--- config.mk ---
export PLATFORM = sky130hd
export DESIGN_NAME = nasti_burst_split_flat
export DESIGN_NICKNAME = d
export VERILOG_FILES = /design/src/rtl/nasti_burst_split_if.sv /design/src/rtl/nasti_burst_split.sv /design/src/flat_wrapper.sv
export SDC_FILE = /design/constraint.sdc
export NUM_CORES = 1
export LEC_CHECK = 0
export BUFFER_PORTS_ARGS = -buffer_cell sky130_fd_sc_hd__clkbuf_2
export CORE_ASPECT_RATIO = 1.2
export CORE_UTILIZATION = 45
export CTS_BUF_LIST = sky130_fd_sc_hd__clkbuf_8
export CTS_CLUSTER_DIAMETER = 40
export DETAILED_ROUTE_END_ITERATION = 16
export HOLD_SLACK_MARGIN = 0.03
export PLACE_DENSITY = 0.85
export SYNTH_ARGS = -nofsm -noshare
export SYNTH_HDL_FRONTEND = slang
export SYNTH_SLANG_ARGS = --single-unit
--- constraint.sdc ---
create_clock -name clk -period 3.1 [get_ports clk]
set_input_delay 0.155 -clock clk [delete_from_list [all_inputs] [get_ports clk]]
set_output_delay 0.155 -clock clk [all_outputs]
set_load 0.01 [all_outputs]
--- src/rtl/nasti_burst_split_if.sv ---
// nasti_channel: NASTI five-channel bundle with master/slave views.
interface nasti_channel #(
    parameter int ID_WIDTH   = 1,
    parameter int ADDR_WIDTH = 8,
    parameter int DATA_WIDTH = 8,
    parameter int USER_WIDTH = 1
);
    logic [ID_WIDTH-1:0]     aw_id;
    logic [ADDR_WIDTH-1:0]   aw_addr;
    logic [7:0]              aw_len;
    logic [2:0]              aw_size;
    logic [1:0]              aw_burst;
    logic                    aw_lock;
    logic [3:0]              aw_cache;
    logic [2:0]              aw_prot;
    logic [3:0]              aw_qos;
    logic [3:0]              aw_region;
    logic [USER_WIDTH-1:0]   aw_user;
    logic                    aw_valid;
    logic                    aw_ready;
    logic [DATA_WIDTH-1:0]   w_data;
    logic [DATA_WIDTH/8-1:0] w_strb;
    logic                    w_last;
    logic [USER_WIDTH-1:0]   w_user;
    logic                    w_valid;
    logic                    w_ready;
    logic [ID_WIDTH-1:0]     b_id;
    logic [1:0]              b_resp;
    logic [USER_WIDTH-1:0]   b_user;
    logic                    b_valid;
    logic                    b_ready;
    logic [ID_WIDTH-1:0]     ar_id;
    logic [ADDR_WIDTH-1:0]   ar_addr;
    logic [7:0]              ar_len;
    logic [2:0]              ar_size;
    logic [1:0]              ar_burst;
    logic                    ar_lock;
    logic [3:0]              ar_cache;
    logic [2:0]              ar_prot;
    logic [3:0]              ar_qos;
    logic [3:0]              ar_region;
    logic [USER_WIDTH-1:0]   ar_user;
    logic                    ar_valid;
    logic                    ar_ready;
    logic [ID_WIDTH-1:0]     r_id;
    logic [DATA_WIDTH-1:0]   r_data;
    logic [1:0]              r_resp;
    logic                    r_last;
    logic [USER_WIDTH-1:0]   r_user;
    logic                    r_valid;
    logic                    r_ready;
    modport master (
        output aw_id, aw_addr, aw_len, aw_size, aw_burst, aw_lock, aw_cache, aw_prot, aw_qos, aw_region, aw_user, aw_valid,
        input  aw_ready,
        output w_data, w_strb, w_last, w_user, w_valid,
        input  w_ready,
        input  b_id, b_resp, b_user, b_valid,
        output b_ready,
        output ar_id, ar_addr, ar_len, ar_size, ar_burst, ar_lock, ar_cache, ar_prot, ar_qos, ar_region, ar_user, ar_valid,
        input  ar_ready,
        input  r_id, r_data, r_resp, r_last, r_user, r_valid,
        output r_ready
    );
    modport slave (
        input  aw_id, aw_addr, aw_len, aw_size, aw_burst, aw_lock, aw_cache, aw_prot, aw_qos, aw_region, aw_user, aw_valid,
        output aw_ready,
        input  w_data, w_strb, w_last, w_user, w_valid,
        output w_ready,
        output b_id, b_resp, b_user, b_valid,
        input  b_ready,
        input  ar_id, ar_addr, ar_len, ar_size, ar_burst, ar_lock, ar_cache, ar_prot, ar_qos, ar_region, ar_user, ar_valid,
        output ar_ready,
        output r_id, r_data, r_resp, r_last, r_user, r_valid,
        input  r_ready
    );
endinterface

--- src/rtl/nasti_burst_split.sv ---
// nasti_burst_split: splits NASTI bursts longer than MAX_BEATS into back-to-back sub-bursts.
// Define NASTI_BURST_SPLIT_RESP_MERGE_EN to return the worst B response over all sub-bursts.
module nasti_burst_split #(
    parameter int ID_WIDTH   = 1,
    parameter int ADDR_WIDTH = 8,
    parameter int DATA_WIDTH = 8,
    parameter int USER_WIDTH = 1,
    parameter int MAX_BEATS  = 16
) (
    input logic          clk,
    input logic          rstn,
    nasti_channel.slave  s,
    nasti_channel.master m
);
    localparam logic [8:0] MAXB = 9'(MAX_BEATS);
    localparam logic [1:0] INCR = 2'b01;
    localparam logic [2:0] W_IDLE = 3'd0, W_ADDR = 3'd1, W_DATA = 3'd2, W_RESP = 3'd3, W_BRSP = 3'd4;
    localparam logic [1:0] R_IDLE = 2'd0, R_ADDR = 2'd1, R_DATA = 2'd2;

    // Sub-bursts are MAX_BEATS-aligned slices of the original, so no new 4KB crossing can appear.
    function automatic logic [ADDR_WIDTH-1:0] next_addr(input logic [ADDR_WIDTH-1:0] a, input logic [2:0] size, input logic [1:0] burst);
        return burst == INCR ? a + (ADDR_WIDTH'(MAX_BEATS) << size) : a;
    endfunction

    logic [2:0]            w_state;
    logic [ID_WIDTH-1:0]   w_id;
    logic [ADDR_WIDTH-1:0] w_addr;
    logic [2:0]            w_size;
    logic [1:0]            w_burst;
    logic                  w_lock;
    logic [3:0]            w_cache;
    logic [2:0]            w_prot;
    logic [3:0]            w_qos;
    logic [3:0]            w_region;
    logic [USER_WIDTH-1:0] w_user;
    logic [8:0]            w_rem;
    logic [8:0]            w_sub;
    logic [7:0]            w_cnt;
    logic [7:0]            w_sub_len;
    logic [1:0]            b_resp;
    logic [USER_WIDTH-1:0] b_user;
    logic                  w_go;
    logic                  w_end;

    assign w_sub     = w_rem > MAXB ? MAXB : w_rem;
    assign w_sub_len = 8'(w_sub - 9'd1);
    assign w_end     = w_cnt == w_sub_len;
    assign w_go      = w_state == W_DATA && s.w_valid && m.w_ready;

    assign s.aw_ready  = w_state == W_IDLE;
    assign m.aw_valid  = w_state == W_ADDR;
    assign m.aw_id     = w_id;
    assign m.aw_addr   = w_addr;
    assign m.aw_len    = w_sub_len;
    assign m.aw_size   = w_size;
    assign m.aw_burst  = w_burst;
    assign m.aw_lock   = w_lock;
    assign m.aw_cache  = w_cache;
    assign m.aw_prot   = w_prot;
    assign m.aw_qos    = w_qos;
    assign m.aw_region = w_region;
    assign m.aw_user   = w_user;
    assign m.w_valid   = w_state == W_DATA && s.w_valid;
    assign s.w_ready   = w_state == W_DATA && m.w_ready;
    assign m.w_data    = s.w_data;
    assign m.w_strb    = s.w_strb;
    assign m.w_user    = s.w_user;
    assign m.w_last    = w_end;
    assign m.b_ready   = w_state == W_RESP;
    assign s.b_valid   = w_state == W_BRSP;
    assign s.b_id      = w_id;
    assign s.b_resp    = b_resp;
    assign s.b_user    = b_user;

    always_ff @(posedge clk or negedge rstn) begin
        if (!rstn) begin
            w_state  <= W_IDLE;
            w_id     <= '0;
            w_addr   <= '0;
            w_size   <= '0;
            w_burst  <= '0;
            w_lock   <= 1'b0;
            w_cache  <= '0;
            w_prot   <= '0;
            w_qos    <= '0;
            w_region <= '0;
            w_user   <= '0;
            w_rem    <= '0;
            w_cnt    <= '0;
            b_resp   <= '0;
            b_user   <= '0;
        end else begin
            case (w_state)
                W_IDLE: if (s.aw_valid) begin
                    w_id     <= s.aw_id;
                    w_addr   <= s.aw_addr;
                    w_size   <= s.aw_size;
                    w_burst  <= s.aw_burst;
                    w_lock   <= s.aw_lock;
                    w_cache  <= s.aw_cache;
                    w_prot   <= s.aw_prot;
                    w_qos    <= s.aw_qos;
                    w_region <= s.aw_region;
                    w_user   <= s.aw_user;
                    w_rem    <= 9'(s.aw_len) + 9'd1;
                    w_cnt    <= '0;
                    b_resp   <= '0;
                    w_state  <= W_ADDR;
                end
                W_ADDR: if (m.aw_ready) w_state <= W_DATA;
                W_DATA: if (w_go) begin
                    w_cnt <= w_end ? 8'd0 : w_cnt + 8'd1;
                    if (w_end) begin
                        w_rem   <= w_rem - w_sub;
                        w_state <= W_RESP;
                    end
                end
                W_RESP: if (m.b_valid) begin
                    b_user <= m.b_user;
`ifdef NASTI_BURST_SPLIT_RESP_MERGE_EN
                    b_resp <= m.b_resp > b_resp ? m.b_resp : b_resp;
`else
                    b_resp <= m.b_resp;
`endif
                    w_addr  <= w_rem != 9'd0 ? next_addr(w_addr, w_size, w_burst) : w_addr;
                    w_state <= w_rem != 9'd0 ? W_ADDR : W_BRSP;
                end
                W_BRSP: if (s.b_ready) w_state <= W_IDLE;
                default: w_state <= W_IDLE;
            endcase
        end
    end

    logic [1:0]            r_state;
    logic [ID_WIDTH-1:0]   r_id;
    logic [ADDR_WIDTH-1:0] r_addr;
    logic [2:0]            r_size;
    logic [1:0]            r_burst;
    logic                  r_lock;
    logic [3:0]            r_cache;
    logic [2:0]            r_prot;
    logic [3:0]            r_qos;
    logic [3:0]            r_region;
    logic [USER_WIDTH-1:0] r_user;
    logic [8:0]            r_rem;
    logic [8:0]            r_sub;
    logic                  r_end;

    assign r_sub = r_rem > MAXB ? MAXB : r_rem;
    assign r_end = r_state == R_DATA && m.r_valid && s.r_ready && m.r_last;

    assign s.ar_ready  = r_state == R_IDLE;
    assign m.ar_valid  = r_state == R_ADDR;
    assign m.ar_id     = r_id;
    assign m.ar_addr   = r_addr;
    assign m.ar_len    = 8'(r_sub - 9'd1);
    assign m.ar_size   = r_size;
    assign m.ar_burst  = r_burst;
    assign m.ar_lock   = r_lock;
    assign m.ar_cache  = r_cache;
    assign m.ar_prot   = r_prot;
    assign m.ar_qos    = r_qos;
    assign m.ar_region = r_region;
    assign m.ar_user   = r_user;
    assign s.r_valid   = r_state == R_DATA && m.r_valid;
    assign m.r_ready   = r_state == R_DATA && s.r_ready;
    assign s.r_id      = m.r_id;
    assign s.r_data    = m.r_data;
    assign s.r_resp    = m.r_resp;
    assign s.r_user    = m.r_user;
    assign s.r_last    = m.r_last && r_rem == r_sub;

    always_ff @(posedge clk or negedge rstn) begin
        if (!rstn) begin
            r_state  <= R_IDLE;
            r_id     <= '0;
            r_addr   <= '0;
            r_size   <= '0;
            r_burst  <= '0;
            r_lock   <= 1'b0;
            r_cache  <= '0;
            r_prot   <= '0;
            r_qos    <= '0;
            r_region <= '0;
            r_user   <= '0;
            r_rem    <= '0;
        end else begin
            case (r_state)
                R_IDLE: if (s.ar_valid) begin
                    r_id     <= s.ar_id;
                    r_addr   <= s.ar_addr;
                    r_size   <= s.ar_size;
                    r_burst  <= s.ar_burst;
                    r_lock   <= s.ar_lock;
                    r_cache  <= s.ar_cache;
                    r_prot   <= s.ar_prot;
                    r_qos    <= s.ar_qos;
                    r_region <= s.ar_region;
                    r_user   <= s.ar_user;
                    r_rem    <= 9'(s.ar_len) + 9'd1;
                    r_state  <= R_ADDR;
                end
                R_ADDR: if (m.ar_ready) r_state <= R_DATA;
                R_DATA: if (r_end) begin
                    r_rem   <= r_rem - r_sub;
                    r_addr  <= next_addr(r_addr, r_size, r_burst);
                    r_state <= r_rem == r_sub ? R_IDLE : R_ADDR;
                end
                default: r_state <= R_IDLE;
            endcase
        end
    end
endmodule

--- src/flat_wrapper.sv ---
// flat-port wrapper written by rule: the top's interface ports become plain ports
module nasti_burst_split_flat 
#(
    parameter int ID_WIDTH   = 1,
    parameter int ADDR_WIDTH = 8,
    parameter int DATA_WIDTH = 8,
    parameter int USER_WIDTH = 1,
    parameter int MAX_BEATS  = 16
)
  (clk, rstn, s_aw_id, s_aw_addr, s_aw_len, s_aw_size, s_aw_burst, s_aw_lock, s_aw_cache, s_aw_prot, s_aw_qos, s_aw_region, s_aw_user, s_aw_valid, s_aw_ready, s_w_data, s_w_strb, s_w_last, s_w_user, s_w_valid, s_w_ready, s_b_id, s_b_resp, s_b_user, s_b_valid, s_b_ready, s_ar_id, s_ar_addr, s_ar_len, s_ar_size, s_ar_burst, s_ar_lock, s_ar_cache, s_ar_prot, s_ar_qos, s_ar_region, s_ar_user, s_ar_valid, s_ar_ready, s_r_id, s_r_data, s_r_resp, s_r_last, s_r_user, s_r_valid, s_r_ready, m_aw_id, m_aw_addr, m_aw_len, m_aw_size, m_aw_burst, m_aw_lock, m_aw_cache, m_aw_prot, m_aw_qos, m_aw_region, m_aw_user, m_aw_valid, m_aw_ready, m_w_data, m_w_strb, m_w_last, m_w_user, m_w_valid, m_w_ready, m_b_id, m_b_resp, m_b_user, m_b_valid, m_b_ready, m_ar_id, m_ar_addr, m_ar_len, m_ar_size, m_ar_burst, m_ar_lock, m_ar_cache, m_ar_prot, m_ar_qos, m_ar_region, m_ar_user, m_ar_valid, m_ar_ready, m_r_id, m_r_data, m_r_resp, m_r_last, m_r_user, m_r_valid, m_r_ready);
  nasti_channel #(.ID_WIDTH(ID_WIDTH), .ADDR_WIDTH(ADDR_WIDTH), .DATA_WIDTH(DATA_WIDTH), .USER_WIDTH(USER_WIDTH)) s_i ();
  nasti_channel #(.ID_WIDTH(ID_WIDTH), .ADDR_WIDTH(ADDR_WIDTH), .DATA_WIDTH(DATA_WIDTH), .USER_WIDTH(USER_WIDTH)) m_i ();
  input logic clk;
  input logic rstn;
  input wire logic [$bits(s_i.aw_id)-1:0] s_aw_id;
  input wire logic [$bits(s_i.aw_addr)-1:0] s_aw_addr;
  input wire logic [$bits(s_i.aw_len)-1:0] s_aw_len;
  input wire logic [$bits(s_i.aw_size)-1:0] s_aw_size;
  input wire logic [$bits(s_i.aw_burst)-1:0] s_aw_burst;
  input wire logic [$bits(s_i.aw_lock)-1:0] s_aw_lock;
  input wire logic [$bits(s_i.aw_cache)-1:0] s_aw_cache;
  input wire logic [$bits(s_i.aw_prot)-1:0] s_aw_prot;
  input wire logic [$bits(s_i.aw_qos)-1:0] s_aw_qos;
  input wire logic [$bits(s_i.aw_region)-1:0] s_aw_region;
  input wire logic [$bits(s_i.aw_user)-1:0] s_aw_user;
  input wire logic [$bits(s_i.aw_valid)-1:0] s_aw_valid;
  output wire logic [$bits(s_i.aw_ready)-1:0] s_aw_ready;
  input wire logic [$bits(s_i.w_data)-1:0] s_w_data;
  input wire logic [$bits(s_i.w_strb)-1:0] s_w_strb;
  input wire logic [$bits(s_i.w_last)-1:0] s_w_last;
  input wire logic [$bits(s_i.w_user)-1:0] s_w_user;
  input wire logic [$bits(s_i.w_valid)-1:0] s_w_valid;
  output wire logic [$bits(s_i.w_ready)-1:0] s_w_ready;
  output wire logic [$bits(s_i.b_id)-1:0] s_b_id;
  output wire logic [$bits(s_i.b_resp)-1:0] s_b_resp;
  output wire logic [$bits(s_i.b_user)-1:0] s_b_user;
  output wire logic [$bits(s_i.b_valid)-1:0] s_b_valid;
  input wire logic [$bits(s_i.b_ready)-1:0] s_b_ready;
  input wire logic [$bits(s_i.ar_id)-1:0] s_ar_id;
  input wire logic [$bits(s_i.ar_addr)-1:0] s_ar_addr;
  input wire logic [$bits(s_i.ar_len)-1:0] s_ar_len;
  input wire logic [$bits(s_i.ar_size)-1:0] s_ar_size;
  input wire logic [$bits(s_i.ar_burst)-1:0] s_ar_burst;
  input wire logic [$bits(s_i.ar_lock)-1:0] s_ar_lock;
  input wire logic [$bits(s_i.ar_cache)-1:0] s_ar_cache;
  input wire logic [$bits(s_i.ar_prot)-1:0] s_ar_prot;
  input wire logic [$bits(s_i.ar_qos)-1:0] s_ar_qos;
  input wire logic [$bits(s_i.ar_region)-1:0] s_ar_region;
  input wire logic [$bits(s_i.ar_user)-1:0] s_ar_user;
  input wire logic [$bits(s_i.ar_valid)-1:0] s_ar_valid;
  output wire logic [$bits(s_i.ar_ready)-1:0] s_ar_ready;
  output wire logic [$bits(s_i.r_id)-1:0] s_r_id;
  output wire logic [$bits(s_i.r_data)-1:0] s_r_data;
  output wire logic [$bits(s_i.r_resp)-1:0] s_r_resp;
  output wire logic [$bits(s_i.r_last)-1:0] s_r_last;
  output wire logic [$bits(s_i.r_user)-1:0] s_r_user;
  output wire logic [$bits(s_i.r_valid)-1:0] s_r_valid;
  input wire logic [$bits(s_i.r_ready)-1:0] s_r_ready;
  output wire logic [$bits(m_i.aw_id)-1:0] m_aw_id;
  output wire logic [$bits(m_i.aw_addr)-1:0] m_aw_addr;
  output wire logic [$bits(m_i.aw_len)-1:0] m_aw_len;
  output wire logic [$bits(m_i.aw_size)-1:0] m_aw_size;
  output wire logic [$bits(m_i.aw_burst)-1:0] m_aw_burst;
  output wire logic [$bits(m_i.aw_lock)-1:0] m_aw_lock;
  output wire logic [$bits(m_i.aw_cache)-1:0] m_aw_cache;
  output wire logic [$bits(m_i.aw_prot)-1:0] m_aw_prot;
  output wire logic [$bits(m_i.aw_qos)-1:0] m_aw_qos;
  output wire logic [$bits(m_i.aw_region)-1:0] m_aw_region;
  output wire logic [$bits(m_i.aw_user)-1:0] m_aw_user;
  output wire logic [$bits(m_i.aw_valid)-1:0] m_aw_valid;
  input wire logic [$bits(m_i.aw_ready)-1:0] m_aw_ready;
  output wire logic [$bits(m_i.w_data)-1:0] m_w_data;
  output wire logic [$bits(m_i.w_strb)-1:0] m_w_strb;
  output wire logic [$bits(m_i.w_last)-1:0] m_w_last;
  output wire logic [$bits(m_i.w_user)-1:0] m_w_user;
  output wire logic [$bits(m_i.w_valid)-1:0] m_w_valid;
  input wire logic [$bits(m_i.w_ready)-1:0] m_w_ready;
  input wire logic [$bits(m_i.b_id)-1:0] m_b_id;
  input wire logic [$bits(m_i.b_resp)-1:0] m_b_resp;
  input wire logic [$bits(m_i.b_user)-1:0] m_b_user;
  input wire logic [$bits(m_i.b_valid)-1:0] m_b_valid;
  output wire logic [$bits(m_i.b_ready)-1:0] m_b_ready;
  output wire logic [$bits(m_i.ar_id)-1:0] m_ar_id;
  output wire logic [$bits(m_i.ar_addr)-1:0] m_ar_addr;
  output wire logic [$bits(m_i.ar_len)-1:0] m_ar_len;
  output wire logic [$bits(m_i.ar_size)-1:0] m_ar_size;
  output wire logic [$bits(m_i.ar_burst)-1:0] m_ar_burst;
  output wire logic [$bits(m_i.ar_lock)-1:0] m_ar_lock;
  output wire logic [$bits(m_i.ar_cache)-1:0] m_ar_cache;
  output wire logic [$bits(m_i.ar_prot)-1:0] m_ar_prot;
  output wire logic [$bits(m_i.ar_qos)-1:0] m_ar_qos;
  output wire logic [$bits(m_i.ar_region)-1:0] m_ar_region;
  output wire logic [$bits(m_i.ar_user)-1:0] m_ar_user;
  output wire logic [$bits(m_i.ar_valid)-1:0] m_ar_valid;
  input wire logic [$bits(m_i.ar_ready)-1:0] m_ar_ready;
  input wire logic [$bits(m_i.r_id)-1:0] m_r_id;
  input wire logic [$bits(m_i.r_data)-1:0] m_r_data;
  input wire logic [$bits(m_i.r_resp)-1:0] m_r_resp;
  input wire logic [$bits(m_i.r_last)-1:0] m_r_last;
  input wire logic [$bits(m_i.r_user)-1:0] m_r_user;
  input wire logic [$bits(m_i.r_valid)-1:0] m_r_valid;
  output wire logic [$bits(m_i.r_ready)-1:0] m_r_ready;
  assign s_i.aw_id = s_aw_id;
  assign s_i.aw_addr = s_aw_addr;
  assign s_i.aw_len = s_aw_len;
  assign s_i.aw_size = s_aw_size;
  assign s_i.aw_burst = s_aw_burst;
  assign s_i.aw_lock = s_aw_lock;
  assign s_i.aw_cache = s_aw_cache;
  assign s_i.aw_prot = s_aw_prot;
  assign s_i.aw_qos = s_aw_qos;
  assign s_i.aw_region = s_aw_region;
  assign s_i.aw_user = s_aw_user;
  assign s_i.aw_valid = s_aw_valid;
  assign s_aw_ready = s_i.aw_ready;
  assign s_i.w_data = s_w_data;
  assign s_i.w_strb = s_w_strb;
  assign s_i.w_last = s_w_last;
  assign s_i.w_user = s_w_user;
  assign s_i.w_valid = s_w_valid;
  assign s_w_ready = s_i.w_ready;
  assign s_b_id = s_i.b_id;
  assign s_b_resp = s_i.b_resp;
  assign s_b_user = s_i.b_user;
  assign s_b_valid = s_i.b_valid;
  assign s_i.b_ready = s_b_ready;
  assign s_i.ar_id = s_ar_id;
  assign s_i.ar_addr = s_ar_addr;
  assign s_i.ar_len = s_ar_len;
  assign s_i.ar_size = s_ar_size;
  assign s_i.ar_burst = s_ar_burst;
  assign s_i.ar_lock = s_ar_lock;
  assign s_i.ar_cache = s_ar_cache;
  assign s_i.ar_prot = s_ar_prot;
  assign s_i.ar_qos = s_ar_qos;
  assign s_i.ar_region = s_ar_region;
  assign s_i.ar_user = s_ar_user;
  assign s_i.ar_valid = s_ar_valid;
  assign s_ar_ready = s_i.ar_ready;
  assign s_r_id = s_i.r_id;
  assign s_r_data = s_i.r_data;
  assign s_r_resp = s_i.r_resp;
  assign s_r_last = s_i.r_last;
  assign s_r_user = s_i.r_user;
  assign s_r_valid = s_i.r_valid;
  assign s_i.r_ready = s_r_ready;
  assign m_aw_id = m_i.aw_id;
  assign m_aw_addr = m_i.aw_addr;
  assign m_aw_len = m_i.aw_len;
  assign m_aw_size = m_i.aw_size;
  assign m_aw_burst = m_i.aw_burst;
  assign m_aw_lock = m_i.aw_lock;
  assign m_aw_cache = m_i.aw_cache;
  assign m_aw_prot = m_i.aw_prot;
  assign m_aw_qos = m_i.aw_qos;
  assign m_aw_region = m_i.aw_region;
  assign m_aw_user = m_i.aw_user;
  assign m_aw_valid = m_i.aw_valid;
  assign m_i.aw_ready = m_aw_ready;
  assign m_w_data = m_i.w_data;
  assign m_w_strb = m_i.w_strb;
  assign m_w_last = m_i.w_last;
  assign m_w_user = m_i.w_user;
  assign m_w_valid = m_i.w_valid;
  assign m_i.w_ready = m_w_ready;
  assign m_i.b_id = m_b_id;
  assign m_i.b_resp = m_b_resp;
  assign m_i.b_user = m_b_user;
  assign m_i.b_valid = m_b_valid;
  assign m_b_ready = m_i.b_ready;
  assign m_ar_id = m_i.ar_id;
  assign m_ar_addr = m_i.ar_addr;
  assign m_ar_len = m_i.ar_len;
  assign m_ar_size = m_i.ar_size;
  assign m_ar_burst = m_i.ar_burst;
  assign m_ar_lock = m_i.ar_lock;
  assign m_ar_cache = m_i.ar_cache;
  assign m_ar_prot = m_i.ar_prot;
  assign m_ar_qos = m_i.ar_qos;
  assign m_ar_region = m_i.ar_region;
  assign m_ar_user = m_i.ar_user;
  assign m_ar_valid = m_i.ar_valid;
  assign m_i.ar_ready = m_ar_ready;
  assign m_i.r_id = m_r_id;
  assign m_i.r_data = m_r_data;
  assign m_i.r_resp = m_r_resp;
  assign m_i.r_last = m_r_last;
  assign m_i.r_user = m_r_user;
  assign m_i.r_valid = m_r_valid;
  assign m_r_ready = m_i.r_ready;
  nasti_burst_split #(.ID_WIDTH(ID_WIDTH), .ADDR_WIDTH(ADDR_WIDTH), .DATA_WIDTH(DATA_WIDTH), .USER_WIDTH(USER_WIDTH), .MAX_BEATS(MAX_BEATS)) u_core (.clk(clk), .rstn(rstn), .s(s_i), .m(m_i));
endmodule
# Word-level counts from Yosys, hierarchy flattened
# Index checks and enable logic that the tools add are counted.
classes:
  reduce_logical: 25
  n_eq_ne: 22
  bitwise: 0
  mux: 38
  magnitude_cmp: 2
  shifts: 2
  div_mod_pow: 0
  multipliers: 0
  n_addsub: 9
op_table:
  columns: ["cell", "count"]
  rows:
  - ["two-way mux 8 bit", 10]
  - ["two-way mux 9 bit", 7]
  - ["one-hot mux 8 bit (2 select lines)", 3]
  - ["one-hot mux 9 bit (2 select lines)", 2]
  - ["two-way mux 3 bit", 7]
  - ["adder 8 x 1 -> 9 bit, second input constant", 2]
  - ["> comparator 9 x 5 -> 1 bit, second input constant", 2]
  - ["subtractor 9 bit", 2]
  - ["adder 8 bit", 2]
  - ["!= test 2 x 1 -> 1 bit, second input constant", 8]
  - ["<< shifter 5 x 3 -> 8 bit, first input constant", 2]
  - ["subtractor 8 x 1 -> 8 bit, second input constant", 2]
  - ["one-hot mux 3 bit (5 select lines)", 1]
  - ["AND reduction 3 bit", 4]
  - ["two-way mux 2 bit", 5]
  - ["== test 9 bit", 1]
  - ["nonzero test 9 bit", 1]
  - ["adder 8 x 1 -> 8 bit, second input constant", 1]
  - ["== test 8 bit", 1]
  - ["logical AND 1 bit", 8]
  - ["!= test 2 bit, second input constant", 4]
  - ["AND reduction 4 bit", 2]
  - ["== test 2 x 1 -> 1 bit, second input constant", 3]
  - ["== test 3 x 2 -> 1 bit, second input constant", 2]
  - ["other kinds (12)", 16]
totals:
  latchBits: 0
  n_memories: 0
  mem_bits_ro: 0
  inputBits: 118
  reg_bits: 96
  wordCells: 125
  ram_bits: 0

# Logic depth before layout (Yosys ltp)
depth:
  word_depth: 7
  mapped_depth: 15

# Worst setup path after synthesis
# No wires, ideal clock.
synth_path:
  path_type: "flip-flop to flip-flop"
  from: "register u_core.w_rem[5]"
  to: "register u_core.w_rem[2]"
  period_less_slack_ns: 3.280
  setup_ns: 0.125
  n_path_buf: 2
  path_stages_with_launch: 13
  path_slack_ns: -0.180
  arrival_time_ns: 3.156
  path_cell_list: "dfrtp_1 -> or3_1 -> buf_2 -> nor3_2 -> nand2_1 -> ha_1 -> clkbuf_1 -> nor4b_1 -> nand2_1 -> a32oi_1 -> a31oi_1 -> nor3_4 -> mux2_2"
synth_between:
  elab_chain_len: 6
  word_cells_on_any_way: 10
synth_lines:
  columns: ["item", "line_no", "rtl"]
  rows:
  - ["from (decl)", "nasti_burst_split.sv:36", "logic [8:0] w_rem;"]
  - ["from (signal assigned)", "nasti_burst_split.sv:105", "w_rem <= 9'(s.aw_len) + 9'd1;"]
  - ["from (signal assigned)", "nasti_burst_split.sv:114", "w_rem <= w_rem - w_sub;"]
  - ["> comparator 9 x 5 -> 1 bit", "nasti_burst_split.sv:45", "assign w_sub = w_rem > MAXB ? MAXB : w_rem;"]
  - ["two-way mux 9 bit", "nasti_burst_split.sv:45", null]
  - ["subtractor 8 x 1 -> 8 bit", "nasti_burst_split.sv:46", "assign w_sub_len = 8'(w_sub - 9'd1);"]
  - ["via m_aw_len[0]", "flat_wrapper.sv:61", "output wire logic [$bits(m_i.aw_len)-1:0] m_aw_len;"]
  - ["== test 8 bit", "nasti_burst_split.sv:47", "assign w_end = w_cnt == w_sub_len;"]
  - ["!= test 2 x 1 -> 1 bit (no source line)", null, null]
  - ["AND reduction 4 bit (no source line)", null, null]
# The timed path passes the listed nets, and every way through them passes these cells. The select of a mux whose other input is x is not followed.
# A chain may end at the register's enable or synchronous reset.

# Worst setup path after layout
layout_path:
  from: "register u_core.w_rem[6]"
  to: "output m_w_last"
layout_between:
  elab_chain_len: 4
layout_lines:
  columns: ["item", "line_no", "rtl"]
  rows:
  - ["> comparator 9 x 5 -> 1 bit", "nasti_burst_split.sv:45", null]
  - ["two-way mux 9 bit *", "nasti_burst_split.sv:45", null]
  - ["subtractor 8 x 1 -> 8 bit *", "nasti_burst_split.sv:46", null]
  - ["== test 8 bit *", "nasti_burst_split.sv:47", null]
  - ["to (decl)", "flat_wrapper.sv:74", "output wire logic [$bits(m_i.w_last)-1:0] m_w_last;"]
# Mark *: on every way between the ends. The rest lies on a longest branch, timed or not.

==> summary.md <==
| Metric | Value |
|---|---|
| Outcome | `finished, violations left` |
| Violations in the final reports | `negative setup slack` |
| Power Total | `6.391 mW` |
| Most frequent cells after synthesis | `sky130_fd_sc_hd__nand2_1 (203), sky130_fd_sc_hd__dfrtp_1 (96), sky130_fd_sc_hd__nor2_1 (43)` |
| Proportion of power drawn by flip-flops and latches | `35.5%` |
| Worst Hold Launch | `m_aw_ready` |
| Count of state elements after synthesis | `96` |
| Number of buffers and inverters on the critical path | `4` |
| Clock Pin Slew Worst Setup and Hold Paths | `90 ps` |
| Port Buf Inserts | `187` |
| Tightest slew margin relative to the limit | `47.96%` |
| Worst hold slack | `55.59 ps` |
| Most numerous cell on the critical path | `sky130_fd_sc_hd__buf_4` |
| Placed Cells incl. Taps | `1003` |
| Final worst setup slack | `-13.39 ps` |
| CP Max Fanout | `4` |
| Top-area cell type share of the netlist area | `43.21%` |
| Count of placed standard cells in the final layout, fillers left out | `1088` |
| Comb power frac | `52.9%` |
| Count of warnings emitted by yosys | `0` |
| Number of ports placed on the die boundary | `234` |
| Cell with the biggest individual delay on the critical path | `sky130_fd_sc_hd__dfrtp_1` |
| Final min period | `3113 ps` |
| N_diodes | `0` |
| Die width | `103.5 microns` |
| Global-route wire length before repair | `24630 microns` |
| Root buffer selected by CTS | `sky130_fd_sc_hd__clkbuf_8` |
| Clk sinks | `96` |
| Total number of nets in the final design | `1055` |
| Worst voltage drop across the vdd grid | `0.0004918 V` |
| Vias after detailed routing | `5613` |
| Cell area after synthesis | `5559 sq um` |
| Global-route usage over all layers | `25.08%` |
| Sum of routed wire length over all layers | `16120 microns` |
| Synthesized instance count | `676` |
| Initial antenna violation count | `0` |
| Overall die height | `123.8 microns` |
| PD cells | `841.5 nW/um^2` |
| Worst path top cell family by delay | `simple AND/OR/NAND/NOR gates` |
| CP arrival | `2960 ps` |
| Via count of the first global-routing pass | `5241` |
| Unrepaired setup endpoints after global routing | `true` |
| Largest cells by area after synthesis | `sky130_fd_sc_hd__dfrtp_1 (43%), sky130_fd_sc_hd__nand2_1 (14%), sky130_fd_sc_hd__o21ai_0 (3.6%), sky130_fd_sc_hd__buf_4 (3.2%), sky130_fd_sc_hd__ha_1 (2.9%)` |
| Fraction of power consumed by the clock network | `11.6%` |
| F_max | `321.2 MHz` |
| GRT overflow | `0` |
| Area of the placeable core | `12060 sq um` |
| WP data required | `2940 ps` |
| Initial Util | `46.11%` |
| Setup Total Neg Slack | `-13.39 ps` |
| Initial DRC Count | `228` |
| Sequential share of the synthesized area | `43.21%` |
| Number of buffers added by the clock tree synthesis step | `9` |
| Number of maximum-capacitance constraint violations | `0` |
| CTS tree | `built` |
| Number of enable flip-flop cells after synthesis | `0` |
| Class of the tightest hold or removal check | `primary input to register` |
| Cell-internal power | `3.557 mW` |
| Post-synthesis average cell area | `8.223 sq um` |
| Antenna Nets Post-Route | `0` |
| Final hold violation count | `0` |
| Total number of placement rows | `44` |
| Layout area overhead | `36.62%` |
| Die area | `12800 sq um` |
| Kind of critical path | `register to output pin` |
| Worst-Margin Slew | `777.7 ps` |
| Pins over their slew limit | `0` |
| Nature of the critical path startpoint | `register` |
| Start point of the critical path | `u_core.w_rem[6]$_DFFE_PN0P_` |
| Cell breakdown of the critical path | `buf_6 > or3_4 > nor3_4 > nand2_2 > ha_4 > xnor2_2 > buf_4 > nor2b_1 > nand4_1 > a32oi_2 > buf_4 > and2_4 > buf_8` |
| Post-DR wirelength/cell | `14.81 microns` |
| Maximum clock insertion buffer count | `2` |
| Worst-skew pair later-pin latency | `350 ps` |
| Endpoints failing setup | `1` |
| Fill cell instance count of the final layout | `992` |
| Maximum clock skew at final layout | `11.46 ps` |
| Switch share | `44.34%` |
| Number of remaining DRC errors | `0` |
| H-Tree Level Count | `3` |
| Largest net degree at the start of global routing | `46` |
| Gpl congestion | `0.8545` |
| Estimated wirelength of the detail-placed design | `10790 microns` |
| Detailed Routing Iterations Pass 1 | `7` |
| Cell with the most instances after synthesis | `sky130_fd_sc_hd__nand2_1` |
| Final design area excluding fillers | `7595 sq um` |
| Net Switching | `2.834 mW` |
| Primary flip-flop cell chosen by synthesis mapping | `sky130_fd_sc_hd__dfrtp_1` |
| Share of cells above drive strength 1 | `29.13%` |
| Placement-stage cell area | `6678 sq um` |
| Fraction of the core area covered by cells at the end of the flow | `62.99%` |
| Leakage component of the power | `3.888 nW` |
| Source of the worst register-to-register timing path | `u_core.w_rem[6]$_DFFE_PN0P_` |
| Number of different library cells in the post-synthesis netlist | `56` |
| Via-to-Cell Ratio | `5.159` |
| Largest stage delay on the critical path | `420 ps` |
| Pre-CTS setup slack | `-20.87 ps` |
| Area leader, netlist | `sky130_fd_sc_hd__dfrtp_1` |
| Proportion of synthesized flip-flops having asynchronous set or reset | `100.0%` |
| Crit end category | `output pin` |
| Tcrit/Tclk final | `100.4%` |
[path summary, 6_finish.rpt]
kind | end | slack (ps) | depth (start not counted)
max | m_w_last | -10 | 13
min | u_core.w_state[1]$_DFFE_PN0P_ | 60 | 2
max reg2reg | u_core.w_cnt[0]$_DFFE_PN0P_ | 30 | 15
min reg2reg | u_core.m.ar_lock$_DFFE_PN0P_ | 480 | 2
max in group asynchronous | u_core.m.ar_addr[6]$_DFFE_PN0P_ | 1900 | 3
min in group asynchronous | u_core.r_rem[8]$_DFFE_PN0P_ | 340 | 2
[per-layer routing]
| layer | vias up | wire, microns | GRT usage [%] |
|---|---|---|---|
| met4 | 0 | 658 | 14.00 |
| met5 | - | 0 | 0 |
| met3 | 57 | 836 | 5.051 |
| met1 | 2617 | 6450 | 29.75 |
| met2 | 190 | 8172 | 42.18 |
| li1 | 2749 | - | - |
[flip-flops by register name (all words and copies together), names as in the netlist, 2 cells and up]
| register | flops |
|---|---|
| u_core.m.ar_size | 3 |
| u_core.m.aw_size | 3 |
| u_core.m.ar_qos | 4 |
| u_core.m.aw_cache | 4 |
| u_core.m.ar_prot | 3 |
| u_core.m.aw_qos | 4 |
| u_core.m.ar_burst | 2 |
| u_core.m.aw_burst | 2 |
| u_core.w_rem | 9 |
| u_core.m.aw_region | 4 |
| u_core.w_state | 3 |
| u_core.r_state | 2 |
| u_core.m.aw_addr | 8 |
| u_core.s.b_resp | 2 |
| u_core.w_cnt | 8 |
| u_core.m.ar_region | 4 |
| u_core.m.ar_cache | 4 |
| u_core.m.aw_prot | 3 |
| u_core.r_rem | 9 |
| u_core.m.ar_addr | 8 |
[worst register-to-register path, delay by kind of cell (launching register included)]
kind | cells | cell delay [ps]
simple gates | 7 | 1040
buf+inv | 4 | 550
flops | 1 | 420
mux | 1 | 280
fa+ha+maj | 1 | 270
compound gates | 1 | 260
xor+xnor | 1 | 150
[layout make-up]
cell class / instances / area (sq um) / share of cell area [%]
flip-flops and latches: 96 / 2402 / 31.63
clock inverters: 6 / 36.28 / 0.4778
clock buffers: 10 / 137.6 / 1.812
repair buffers: 287 / 1859 / 24.48
well taps: 161 / 201.4 / 2.652
inverters: 19 / 71.32 / 0.9390
multi-input cells: 509 / 2887 / 38.01
[layout by cell type (no fill, tap or decap), types with 7 or more instances in the layout]
cell type / count
sky130_fd_sc_hd__and3_1: 8
sky130_fd_sc_hd__ha_1: 12
sky130_fd_sc_hd__nor2_1: 43
sky130_fd_sc_hd__xor2_1: 11
sky130_fd_sc_hd__nor3_1: 18
sky130_fd_sc_hd__clkbuf_8: 10
sky130_fd_sc_hd__clkbuf_2: 185
sky130_fd_sc_hd__a31oi_1: 7
sky130_fd_sc_hd__o21ai_0: 40
sky130_fd_sc_hd__buf_4: 42
sky130_fd_sc_hd__xnor2_1: 14
sky130_fd_sc_hd__dfrtp_1: 96
sky130_fd_sc_hd__inv_1: 21
sky130_fd_sc_hd__nand3_1: 18
sky130_fd_sc_hd__nand2_1: 201
sky130_fd_sc_hd__dlygate4sd3_1: 56
sky130_fd_sc_hd__nor2b_1: 8
sky130_fd_sc_hd__a21oi_1: 23
[power by group through the flow]
stage	Sequential, mW	Clock, mW	Combinational [mW]
6_report	2.27	0.741	3.38
5_1_grt	2.35	0.812	3.77
4_1_cts	2.25	0.767	3.27
3_5_place_dp	2.27	0	3.15
3_3_place_gp	2.25	0	3.06
2_1_floorplan	2.38	0	1.83
[kinds of logic after synthesis]
kind of cell               Yosys count  synth area share [%]
DFF                                 96                 43.21
xor gates and xnor gates            26                 4.096
muxes                                9                 1.756
adders and majority gates           15                 3.646
buffers and inverters               72                 6.640
other                                1               0.06746
AOI/OAI and AO/OA                  108                 11.88
and+or+nand+nor                    349                 28.70
[what timing repair did]
item | 4_1_cts | 5_1_grt
hold buffers | 56 | 0
setup buffers | 5 | 8
endpoints found under the hold margin | 98 | 0
cloned | 0 | 0
pin swaps | 1 | 9
resized for setup | 7 | 8
endpoints found under the setup margin | 5 | 16
No activity file was read; power rests on OpenSTA's default activity.
